==> src/rtl/receivers_pkg.sv <==
// Shared constants and helpers for the lighthouse receiver datapath.
// FIFO entries are packed MSB to LSB as {channel, data, timestamp}.
package receivers_pkg;

  localparam int unsigned DATA_WIDTH = 17;
  localparam int unsigned TS_WIDTH   = 24;

  function automatic int unsigned ch_width(input int unsigned n);
    return (n > 1) ? $clog2(n) : 1;
  endfunction

  function automatic int unsigned entry_width(input int unsigned ch_w, input int unsigned d_w,
                                              input int unsigned ts_w);
    return ch_w + d_w + ts_w;
  endfunction

endpackage

==> src/rtl/multi_receiver_collector_if.sv <==
// Tagged result stream from the collector to the downstream transmit logic.
interface multi_receiver_collector_if #(
  parameter int unsigned DATA_WIDTH = receivers_pkg::DATA_WIDTH,
  parameter int unsigned TS_WIDTH   = receivers_pkg::TS_WIDTH,
  parameter int unsigned CH_WIDTH   = 2
);

  logic                  out_valid;
  logic                  out_ready;
  logic [CH_WIDTH-1:0]   out_channel;
  logic [DATA_WIDTH-1:0] out_data;
  logic [TS_WIDTH-1:0]   out_timestamp;

  modport master (
    output out_valid,
    output out_channel,
    output out_data,
    output out_timestamp,
    input  out_ready
  );

  modport slave (
    input  out_valid,
    input  out_channel,
    input  out_data,
    input  out_timestamp,
    output out_ready
  );

endinterface

==> src/rtl/sync_fifo.sv <==
// First-word fall-through synchronous FIFO; push while full is accepted only with a pop.
module sync_fifo #(
  parameter int unsigned WIDTH = 8,
  parameter int unsigned DEPTH = 16
) (
  input  logic                     clk_96MHz,
  input  logic                     reset_n,
  input  logic                     push,
  input  logic [WIDTH-1:0]         push_data,
  input  logic                     pop,
  output logic [WIDTH-1:0]         pop_data,
  output logic                     full,
  output logic                     empty,
  output logic [$clog2(DEPTH):0]   level
);

  localparam int unsigned AW = $clog2(DEPTH);
  localparam logic [AW:0] FullLevel = (AW + 1)'(DEPTH);

  logic [AW:0]      wr_ptr_q, rd_ptr_q;
  logic [WIDTH-1:0] mem_q [DEPTH];
  logic             do_push, do_pop;

  assign level   = wr_ptr_q - rd_ptr_q;
  assign full    = (level == FullLevel);
  assign empty   = (level == '0);
  assign do_pop  = pop && !empty;
  assign do_push = push && (!full || do_pop);

  // Head reads as zero while empty so the outputs are deterministic after reset.
  assign pop_data = empty ? '0 : mem_q[rd_ptr_q[AW-1:0]];

  always_ff @(posedge clk_96MHz or negedge reset_n) begin
    if (!reset_n) begin
      wr_ptr_q <= '0;
      rd_ptr_q <= '0;
    end else begin
      if (do_push) wr_ptr_q <= wr_ptr_q + (AW + 1)'(1);
      if (do_pop)  rd_ptr_q <= rd_ptr_q + (AW + 1)'(1);
    end
  end

  always_ff @(posedge clk_96MHz) begin
    if (do_push) mem_q[wr_ptr_q[AW-1:0]] <= push_data;
  end

endmodule

==> src/rtl/multi_receiver_collector.sv <==
// Collects per-channel receiver results, arbitrates them round-robin into a shared FIFO
// and owns the free-running system timestamp.
module multi_receiver_collector #(
  parameter int unsigned N_RECEIVERS = 4,
  parameter int unsigned DATA_WIDTH  = receivers_pkg::DATA_WIDTH,
  parameter int unsigned TS_WIDTH    = receivers_pkg::TS_WIDTH,
  parameter int unsigned FIFO_DEPTH  = 16,
  parameter int unsigned CH_WIDTH    = receivers_pkg::ch_width(N_RECEIVERS)
) (
  input  logic                              clk_96MHz,
  input  logic                              reset_n,
  output logic [TS_WIDTH-1:0]               system_timestamp,
  input  logic [N_RECEIVERS-1:0]            channel_enable,
  input  logic [N_RECEIVERS-1:0]            data_availible,
  input  logic [N_RECEIVERS*DATA_WIDTH-1:0] decoded_data,
  input  logic [N_RECEIVERS*TS_WIDTH-1:0]   timestamp_last_data,
  multi_receiver_collector_if.master        stream,
  output logic [$clog2(FIFO_DEPTH):0]       fifo_level,
  output logic [N_RECEIVERS-1:0]            overrun_flags,
  output logic [15:0]                       drop_count,
  input  logic                              clear_flags
);

  localparam int unsigned EntryWidth =
      receivers_pkg::entry_width(CH_WIDTH, DATA_WIDTH, TS_WIDTH);
  localparam logic [CH_WIDTH:0] NExt = (CH_WIDTH + 1)'(N_RECEIVERS);

  logic [TS_WIDTH-1:0]    ts_q;
  logic [N_RECEIVERS-1:0] pending_q, pending_d;
  logic [DATA_WIDTH-1:0]  hold_data_q [N_RECEIVERS];
  logic [TS_WIDTH-1:0]    hold_ts_q [N_RECEIVERS];
  logic [CH_WIDTH-1:0]    last_grant_q;
  logic [N_RECEIVERS-1:0] overrun_flags_q, overrun_flags_d;
  logic [15:0]            drop_count_q, drop_count_d, drop_base;
  logic [16:0]            drop_sum;
  logic [4:0]             n_over;

  logic [N_RECEIVERS-1:0] capture, granted, overrun;
  logic                   grant_valid;
  logic [CH_WIDTH-1:0]    grant_idx;
  logic [CH_WIDTH:0]      cand;

  logic                   fifo_push, fifo_pop, fifo_full, fifo_empty, can_push;
  logic [EntryWidth-1:0]  push_data, pop_data;

  always_ff @(posedge clk_96MHz or negedge reset_n) begin
    if (!reset_n) ts_q <= '0;
    else          ts_q <= ts_q + TS_WIDTH'(1);
  end

  assign system_timestamp = ts_q;
  assign capture          = data_availible & channel_enable;

  assign fifo_pop = !fifo_empty && stream.out_ready;
  assign can_push = !fifo_full || fifo_pop;

  // Round-robin search starting one past the last granted channel.
  always_comb begin
    grant_valid = 1'b0;
    grant_idx   = '0;
    cand        = '0;
    for (int unsigned k = 1; k <= N_RECEIVERS; k++) begin
      cand = {1'b0, last_grant_q} + (CH_WIDTH + 1)'(k);
      if (cand >= NExt) cand = cand - NExt;
      if (!grant_valid && can_push && pending_q[cand[CH_WIDTH-1:0]]) begin
        grant_valid = 1'b1;
        grant_idx   = cand[CH_WIDTH-1:0];
      end
    end
  end

  always_comb begin
    granted = '0;
    if (grant_valid) granted[grant_idx] = 1'b1;
  end

  // A capture on a channel granted this edge refills it without counting as a loss.
  assign overrun   = capture & pending_q & ~granted;
  assign pending_d = capture | (pending_q & ~granted);

  always_comb begin
    n_over = '0;
    for (int unsigned i = 0; i < N_RECEIVERS; i++) begin
      n_over = n_over + 5'(overrun[i]);
    end
    drop_base       = clear_flags ? 16'h0000 : drop_count_q;
    drop_sum        = {1'b0, drop_base} + 17'(n_over);
    drop_count_d    = drop_sum[16] ? 16'hFFFF : drop_sum[15:0];
    overrun_flags_d = (clear_flags ? '0 : overrun_flags_q) | overrun;
  end

  always_ff @(posedge clk_96MHz or negedge reset_n) begin
    if (!reset_n) begin
      pending_q       <= '0;
      last_grant_q    <= CH_WIDTH'(N_RECEIVERS - 1);
      overrun_flags_q <= '0;
      drop_count_q    <= '0;
    end else begin
      pending_q       <= pending_d;
      overrun_flags_q <= overrun_flags_d;
      drop_count_q    <= drop_count_d;
      if (grant_valid) last_grant_q <= grant_idx;
    end
  end

  always_ff @(posedge clk_96MHz or negedge reset_n) begin
    if (!reset_n) begin
      for (int unsigned i = 0; i < N_RECEIVERS; i++) begin
        hold_data_q[i] <= '0;
        hold_ts_q[i]   <= '0;
      end
    end else begin
      for (int unsigned i = 0; i < N_RECEIVERS; i++) begin
        if (capture[i]) begin
          hold_data_q[i] <= decoded_data[i*DATA_WIDTH +: DATA_WIDTH];
          hold_ts_q[i]   <= timestamp_last_data[i*TS_WIDTH +: TS_WIDTH];
        end
      end
    end
  end

  assign fifo_push = grant_valid;
  assign push_data = {grant_idx, hold_data_q[grant_idx], hold_ts_q[grant_idx]};

  sync_fifo #(
    .WIDTH (EntryWidth),
    .DEPTH (FIFO_DEPTH)
  ) u_fifo (
    .clk_96MHz (clk_96MHz),
    .reset_n   (reset_n),
    .push      (fifo_push),
    .push_data (push_data),
    .pop       (fifo_pop),
    .pop_data  (pop_data),
    .full      (fifo_full),
    .empty     (fifo_empty),
    .level     (fifo_level)
  );

  assign stream.out_valid     = !fifo_empty;
  assign stream.out_channel   = pop_data[EntryWidth-1 -: CH_WIDTH];
  assign stream.out_data      = pop_data[TS_WIDTH +: DATA_WIDTH];
  assign stream.out_timestamp = pop_data[TS_WIDTH-1:0];
  assign overrun_flags        = overrun_flags_q;
  assign drop_count           = drop_count_q;

endmodule

==> src/flat_wrapper.sv <==
// flat-port wrapper written by rule: the top's interface ports become plain ports
module multi_receiver_collector_flat 
#(
  parameter int unsigned N_RECEIVERS = 4,
  parameter int unsigned DATA_WIDTH  = receivers_pkg::DATA_WIDTH,
  parameter int unsigned TS_WIDTH    = receivers_pkg::TS_WIDTH,
  parameter int unsigned FIFO_DEPTH  = 16,
  parameter int unsigned CH_WIDTH    = receivers_pkg::ch_width(N_RECEIVERS)
)
  (clk_96MHz, reset_n, system_timestamp, channel_enable, data_availible, decoded_data, timestamp_last_data, fifo_level, overrun_flags, drop_count, clear_flags, stream_out_valid, stream_out_channel, stream_out_data, stream_out_timestamp, stream_out_ready);
  multi_receiver_collector_if #(.DATA_WIDTH(DATA_WIDTH), .TS_WIDTH(TS_WIDTH), .CH_WIDTH(CH_WIDTH)) stream_i ();
  input  logic clk_96MHz;
  input  logic reset_n;
  output logic [TS_WIDTH-1:0] system_timestamp;
  input  logic [N_RECEIVERS-1:0] channel_enable;
  input  logic [N_RECEIVERS-1:0] data_availible;
  input  logic [N_RECEIVERS*DATA_WIDTH-1:0] decoded_data;
  input  logic [N_RECEIVERS*TS_WIDTH-1:0] timestamp_last_data;
  output logic [$clog2(FIFO_DEPTH):0] fifo_level;
  output logic [N_RECEIVERS-1:0] overrun_flags;
  output logic [15:0] drop_count;
  input  logic clear_flags;
  output wire logic [$bits(stream_i.out_valid)-1:0] stream_out_valid;
  output wire logic [$bits(stream_i.out_channel)-1:0] stream_out_channel;
  output wire logic [$bits(stream_i.out_data)-1:0] stream_out_data;
  output wire logic [$bits(stream_i.out_timestamp)-1:0] stream_out_timestamp;
  input wire logic [$bits(stream_i.out_ready)-1:0] stream_out_ready;
  assign stream_out_valid = stream_i.out_valid;
  assign stream_out_channel = stream_i.out_channel;
  assign stream_out_data = stream_i.out_data;
  assign stream_out_timestamp = stream_i.out_timestamp;
  assign stream_i.out_ready = stream_out_ready;
  multi_receiver_collector #(.N_RECEIVERS(N_RECEIVERS), .DATA_WIDTH(DATA_WIDTH), .TS_WIDTH(TS_WIDTH), .FIFO_DEPTH(FIFO_DEPTH), .CH_WIDTH(CH_WIDTH)) u_core (.clk_96MHz(clk_96MHz), .reset_n(reset_n), .system_timestamp(system_timestamp), .channel_enable(channel_enable), .data_availible(data_availible), .decoded_data(decoded_data), .timestamp_last_data(timestamp_last_data), .stream(stream_i), .fifo_level(fifo_level), .overrun_flags(overrun_flags), .drop_count(drop_count), .clear_flags(clear_flags));
endmodule
==> config.mk <==
export PLATFORM = sky130hd
export DESIGN_NAME = multi_receiver_collector_flat
export DESIGN_NICKNAME = d
export VERILOG_FILES = /design/src/rtl/receivers_pkg.sv /design/src/rtl/multi_receiver_collector_if.sv /design/src/rtl/sync_fifo.sv /design/src/rtl/multi_receiver_collector.sv /design/src/flat_wrapper.sv
export SDC_FILE = /design/constraint.sdc
export NUM_CORES = 1
export LEC_CHECK = 0
export CORE_MARGIN = 1
export CORE_UTILIZATION = 45
export CTS_CLUSTER_DIAMETER = 100
export DETAILED_ROUTE_END_ITERATION = 16
export PLACE_DENSITY = 0.67
export SLEW_MARGIN = 5
export SYNTH_ARGS = -nofsm -noshare
export SYNTH_HDL_FRONTEND = slang
export SYNTH_SLANG_ARGS = --single-unit
==> constraint.sdc <==
create_clock -name clk_96MHz -period 9.5 [get_ports clk_96MHz]
set_input_delay 2.85 -clock clk_96MHz [delete_from_list [all_inputs] [get_ports clk_96MHz]]
set_output_delay 2.85 -clock clk_96MHz [all_outputs]
set_load 0.005 [all_outputs]
; Yosys cells after proc, flatten, opt, wreduce, memory -nomap -nowiden
; Memory sizes are Yosys's and may differ from the RTL's.
; Cells that the tools add are included.
[totals]
romBits = 0
n_memories = 1
wordCells = 106
ramBits = 688
reg_bits = 224
latch_bits = 0
out_inout_bits = 93
[op_classes]
n_div = 0
reduce_logical = 19
n_shift = 0
mul = 0
n_mux = 35
eq_ne = 1
n_addsub = 16
n_lt_le_gt_ge = 11
bitwise = 8
[memory_table]
columns = memory, depth, word_bits, rd, rd_ports_with_merged_regs, wr, line_no
row1 = u_core.u_fifo.mem_q, 16, 43, 1, 0, 1, sync_fifo.sv:21  ; logic [WIDTH-1:0] mem_q [DEPTH];
[ops]
columns = op, n
row1 = 24-bit binary-select mux with 2-bit select, 1
row2 = 24-bit 2-to-1 mux, 2
row3 = 43-bit 2-to-1 mux, 1
row4 = 17-bit binary-select mux with 2-bit select, 1
row5 = 17-bit 2-to-1 mux, 2
row6 = 16-bit 2-to-1 mux, 2
row7 = "24-bit by 1-bit adder with 24-bit output, second input constant", 1
row8 = 16-bit by 5-bit adder with 17-bit output, 1
row9 = 4-bit bitwise AND, 4
row10 = 2-bit 2-to-1 mux, 8
row11 = "3-bit >= comparator, second input constant", 5
row12 = "2-bit by 3-bit < comparator with 1-bit output, second input constant", 5
row13 = 1-bit logical AND, 11
row14 = 1-bit 2-to-1 mux, 11
row15 = 5-bit by 1-bit adder with 5-bit output, 2
row16 = "5-bit by 1-bit adder with 5-bit output, second input constant", 2
row17 = 1-bit binary-select mux with 2-bit select, 4
row18 = 4-bit 2-to-1 mux, 2
row19 = 4-bit OR, 2
row20 = "2-bit by 1-bit subtractor with 2-bit output, second input constant", 4
row21 = "2-bit by 2-bit adder with 3-bit output, second input constant", 2
row22 = "5-bit equality test, second input constant", 1
row23 = 1-bit logical NOT, 5
row24 = 5-bit logical NOT, 1
row25 = 9 further kinds, 10

; Depth between registers and ports, before layout
[logic_depth]
depth_word = 31
depth_mapped = 21
mapped_depth_nobuf = 20

; Hierarchy
; Synthesis repeated with hierarchy kept, for this count alone.
[hier_totals]
hier_cells = 1963
hier_area_um2 = 37388.4
[modules_own_cells]
columns = mod, cells_each, area_per_inst_um2, seq_area_each_um2, n_inst
row1 = sync_fifo, 1238, 27518.9, 20910.1, 1
row2 = multi_receiver_collector, 725, 9869.5, 5357.6, 1

; Least setup slack after synthesis
; No wires, ideal clock.
[synth_timing]
kind = input-to-reg
start = input port stream_out_ready
end = memory u_core.u_fifo.mem_q[0][0] (netlist bit), enable pin
setup_ns = 0.497
t_arrival_ns = 6.423
setup_slack_ns = 2.580
stages = 5
path_buffers = 1
cell_sequence = nand3b_1 -> or2_1 -> clkbuf_1 -> nand3_1 -> nor3_1
[synth_between]
elab_chain_cells = 19
word_cells_on_any_way = 21
classes_between = 6 x mux / 15 x reduce/logical
[synth_rtl]
columns = item, line_no
row1 = "start, declared", flat_wrapper.sv:27  ; input wire logic [$bits(stream_i.out_ready)-1:0] stream_out_ready;
row2 = 1-bit logical AND (*), multi_receiver_collector.sv:54  ; assign fifo_pop = !fifo_empty && stream.out_ready;
row3 = 1-bit logical OR, multi_receiver_collector.sv:55  ; assign can_push = !fifo_full || fifo_pop;
row4 = 1-bit logical AND, multi_receiver_collector.sv:65  ; if (!grant_valid && can_push && pending_q[cand[CH_WIDTH-1:0]]) begin
row5 = 1-bit 2-to-1 mux, multi_receiver_collector.sv:65
row6 = 1-bit logical NOT, multi_receiver_collector.sv:65
row7 = 1-bit logical AND (2 in series), multi_receiver_collector.sv:65
row8 = 1-bit 2-to-1 mux, multi_receiver_collector.sv:65
row9 = 1-bit logical NOT, multi_receiver_collector.sv:65
row10 = 1-bit logical AND (2 in series), multi_receiver_collector.sv:65
row11 = 1-bit 2-to-1 mux, multi_receiver_collector.sv:65
row12 = 1-bit logical NOT, multi_receiver_collector.sv:65
row13 = 1-bit logical AND (2 in series), multi_receiver_collector.sv:65
row14 = 1-bit 2-to-1 mux, multi_receiver_collector.sv:65
row15 = 1-bit logical AND (*), sync_fifo.sv:28  ; assign do_push = push && (!full || do_pop);
row16 = 1-bit 2-to-1 mux (*), sync_fifo.sv:44  ; if (do_push) mem_q[wr_ptr_q[AW-1:0]] <= push_data;
row17 = 1-bit 2-to-1 mux (implied by the code) (*), sync_fifo.sv:44
row18 = "end, declared", sync_fifo.sv:21
; Mark *: on every way between the ends. The rest lies on a longest branch, timed or not.

; Worst setup path in the final report
[layout_timing]
start = register u_core.u_fifo.rd_ptr_q[1]
end = output port stream_out_timestamp[8]
[layout_between]
elab_chain_cells = 3
word_cells_on_any_way = 4
classes_between = 1 x add/sub / 1 x mux / 1 x reduce/logical / 1 x memory
[layout_rtl]
columns = item, line_no
row1 = "start, declared", sync_fifo.sv:20  ; logic [AW:0] wr_ptr_q, rd_ptr_q;
row2 = "start signal, assigned", sync_fifo.sv:39  ; if (do_pop) rd_ptr_q <= rd_ptr_q + (AW + 1)'(1);
row3 = 5-bit subtractor, sync_fifo.sv:24  ; assign level = wr_ptr_q - rd_ptr_q;
row4 = 5-bit logical NOT, sync_fifo.sv:26  ; assign empty = (level == '0);
row5 = 43-bit 2-to-1 mux (*), sync_fifo.sv:31  ; assign pop_data = empty ? '0 : mem_q[rd_ptr_q[AW-1:0]];
row6 = "end, declared", flat_wrapper.sv:26  ; output wire logic [$bits(stream_i.out_timestamp)-1:0] stream_out_timestamp;
; Marked as above.

==> metrics.txt <==
first-pass GRT wire length 129000 µm; sequential fraction of the synthesis area 72.0%; Crit. End Element output port; Global Route met2 Usage 35.2%; Hold Fails Final Rpt 0; Hold Path Depth 1; vias per cell 5.65; Comb pwr share 39.0%; r2r startpoint u_core.u_fifo.rd_ptr_q[1]$_DFFE_PN0P_; fraction of layout cells with a size suffix above 1 26.8%; global routing's busiest layer met2; worst slew pin tran 1310 ps; internal power 11600 µW; Synth warnings 0; GRT Overall Usage 21.3%; grt total ovfl 0; DR pass1 iterations 7; HP Start u_core.system_timestamp[18]$_DFF_PN0_; required time worst endpoint 6650 ps; Final HPWL DP 50100 µm; reg-to-reg endpoint u_core.drop_count[9]$_DFF_PN0_; RePlAce Congestion 0.804; initial antenna violation count 4; Max IR drop VDD 0.297 mV; sw frac 33.9%; Net Count, Synth 2096; Seq pwr share 41.2%; Reg area 26300 µm²; Sw Pwr 5960 µW; failing checks antenna rules; pwr dens 404 nW/µm²; net count of the finished layout 2427; status finished with violations; Tot Pwr 17600 µW; met1 GRT Util 29.0%; Skew-Pair Late Insertion Delay 650 ps; Final Cycle Share 81.2%; H-tree levels 3; multi-input combinational cell area 9730 µm²; number of fill cells 6258; EDFF count, synth 688; residual DRC count 0; Layout area overhead 19.3%; IO Pins 269; DIE WIDTH 287 µm; ANT nets after route 1; Clk pwr share 19.8%; RSZ-0062 raised after global routing no; total CTS buffers 89; Final Critical Period 7720 ps; WHS Endpoint u_core.system_timestamp[18]$_DFF_PN0_; Hold Crit Class flop to flop; Die Ht 287 µm; number of hold buffers added after cts 0; clk buf depth 3; Core Area 80400 µm²; Fin Hold WS 489 ps; CP Max Fanout 61; Starting DRT DRC Count 1400; Syn Inst Count 1902; WS Path Type flop to output port; post-CTS setup repair buffer count 0; max_cap viols 0; Worst R2R Path Depth 18; CTS resizes 0; Setup Skew 15.4 ps; CP Data Arrival Time 4870 ps; largest net degree at the start of global routing 88; post-route cell area 43600 µm²; setup TNS 0 ps; vias 19100; final wirelength 85900 µm; top_reg_cell synth edfxtp_1; startpoint types flop; Final Max Tran Viols 0; CTS root buf clkbuf_16; Total Die Area 82300 µm²; FMAX 0.130 GHz; final setup violation count 0; worst relative slew slack 12.5%; vias in the first global route 20200; I/O Buffers 268; M3 GR Usage 3.98%; setup slack on the worst flop-to-flop path 3150 ps; clk sink count 912; routed len/inst 25.4 µm; Worst-path clk slew 60 ps; Post-Syn Area 36500 µm²; CTS tree built; placed cell areas 40600 µm²; Seq cells post-synth 912; Avg Inst Size Synth 19.2 µm²; cell row count 104; initial core utilization 45.4%; asr flop ratio synth 24.6%; Leakage 0.0151 µW; Distinct cells, synth 53
[worst max-delay path by stage]
stage,start,endpoint,slack [ps],cells past startpoint
2_1_floorplan,stream_out_ready,u_core.u_fifo.mem_q[0][0]$_DFFE_PP_,2580,5
3_3_place_gp,stream_out_ready,u_core.drop_count[7]$_DFF_PN0_,2150,15
3_5_place_dp,stream_out_ready,u_core.drop_count[6]$_DFF_PN0_,1970,15
4_1_cts,u_core.u_fifo.rd_ptr_q[1]$_DFFE_PN0P_,stream_out_timestamp[16],1680,8
5_1_grt,u_core.u_fifo.rd_ptr_q[1]$_DFFE_PN0P_,stream_out_timestamp[16],1580,8
6_report,u_core.u_fifo.rd_ptr_q[1]$_DFFE_PN0P_,stream_out_timestamp[8],1780,8
[power by group through the flow]
stage	Clock [µW]	Sequential, µW	Combinational [µW]
finish	3480	7240	6850
global route	3700	7330	7390
detailed placement	0	7350	6810
floorplan	0	7180	4000
global placement	0	7270	6590
CTS	3550	7270	6820
[cells in the mapped netlist, drive strengths merged, types with 3 or more instances]
| library cell | number | area, µm² |
|---|---|---|
| nor2b | 49 | 307 |
| xnor2 | 32 | 280 |
| dfrtp | 222 | 5560 |
| mux2 | 166 | 1870 |
| nand3b | 4 | 30.0 |
| edfxtp | 688 | 20700 |
| ha | 15 | 188 |
| clkbuf | 54 | 203 |
| mux4 | 215 | 4840 |
| inv | 22 | 82.6 |
| a32oi | 41 | 359 |
| nand3 | 20 | 100 |
| buf | 49 | 355 |
| a21o | 3 | 22.5 |
| and4 | 4 | 35.0 |
| nor4 | 3 | 18.8 |
| nand4b | 3 | 26.3 |
| o22ai | 4 | 25.0 |
| nand4 | 3 | 18.8 |
| a21oi | 48 | 240 |
| fa | 3 | 60.1 |
| xor2 | 13 | 114 |
| nand2b | 7 | 43.8 |
| nor3 | 8 | 40.0 |
| nor2 | 29 | 109 |
| and3 | 8 | 50.1 |
| o21ai | 12 | 63.8 |
| nand2 | 152 | 571 |
[critical path: stages, from the launching register on]
cell and delay [ps]:
dfrtp_4 1060, inv_1 210, fa_1 560, nor3b_1 240, nand4b_1 190, a22oi_2 900
buf_4 470, nor2b_1 120, clkdlybuf4s50_1 460
[stage by stage]
stage / utilization [%] / setup slack, ps / cells
2_1_floorplan: - / 2580 / 1902
3_3_place_gp: 50.5 / 2150 / 3190
3_5_place_dp: 50.5 / 1970 / 3190
4_1_cts: 54.0 / 1680 / 3354
5_1_grt: 54.1 / 1580 / 3367
6_report: 54.2 / 1780 / 3376
[layout by cell type (no fill, tap or decap), types with 26 or more instances in the layout]
cell             netlist  final
a32oi_1               41     41
edfxtp_1             688    688
clkinv_1               0     26
clkdlybuf4s50_1        0    267
buf_4                  2     70
nand2_1              152    148
a21oi_1               48     48
mux2_2               164    164
nor2b_1               49     49
clkbuf_16              0     91
mux4_2               215    215
xnor2_1               32     32
dfrtp_1              222    219
[per-layer routing]
metal | part of all wire, % | vias to the layer above
met4 | 1.9 | 2
met1 | 42 | 10100
li1 | - | 8214
met5 | 0.015 | -
met2 | 49 | 639
met3 | 6.8 | 111
[sequential cells by signal, summed over array words and instances, names as in the netlist]
register,count
u_core.last_grant_q,2
u_core.hold_data_q,68
u_core.pending_q,4
u_core.hold_ts_q,96
u_core.drop_count,16
u_core.u_fifo.mem_q,688
u_core.u_fifo.rd_ptr_q,5
u_core.u_fifo.wr_ptr_q,5
u_core.system_timestamp,24
u_core.overrun_flags,4
[layout make-up]
| type | count | share of cell area, % |
|---|---|---|
| Multi-Input combinational cell | 865 | 22.3 |
| Inverter | 22 | 0.195 |
| Sequential cell | 912 | 60.3 |
| Antenna cell | 10 | 0.0574 |
| Timing Repair Buffer | 343 | 7.46 |
| Clock inverter | 60 | 1.19 |
| Clock buffer | 104 | 5.39 |
| Tap cell | 1060 | 3.04 |
[cell families (layout without fill, tap and decap cells)]
| kind of cell | after synthesis | in the layout | synth area share (%) |
|---|---|---|---|
| flip-flops | 912 | 912 | 72.0 |
| multiplexers | 381 | 381 | 18.4 |
| AND/OR/NAND/NOR | 298 | 298 | 3.85 |
| buffers and inverters | 125 | 529 | 1.76 |
| AO/OA/AOI/OAI | 123 | 123 | 2.28 |
| XOR/XNOR | 45 | 45 | 1.08 |
| adder cells (fa/ha/maj) | 18 | 18 | 0.679 |
| other | 0 | 10 | 0 |
Note: power is estimated with default switching activity, not from simulation.
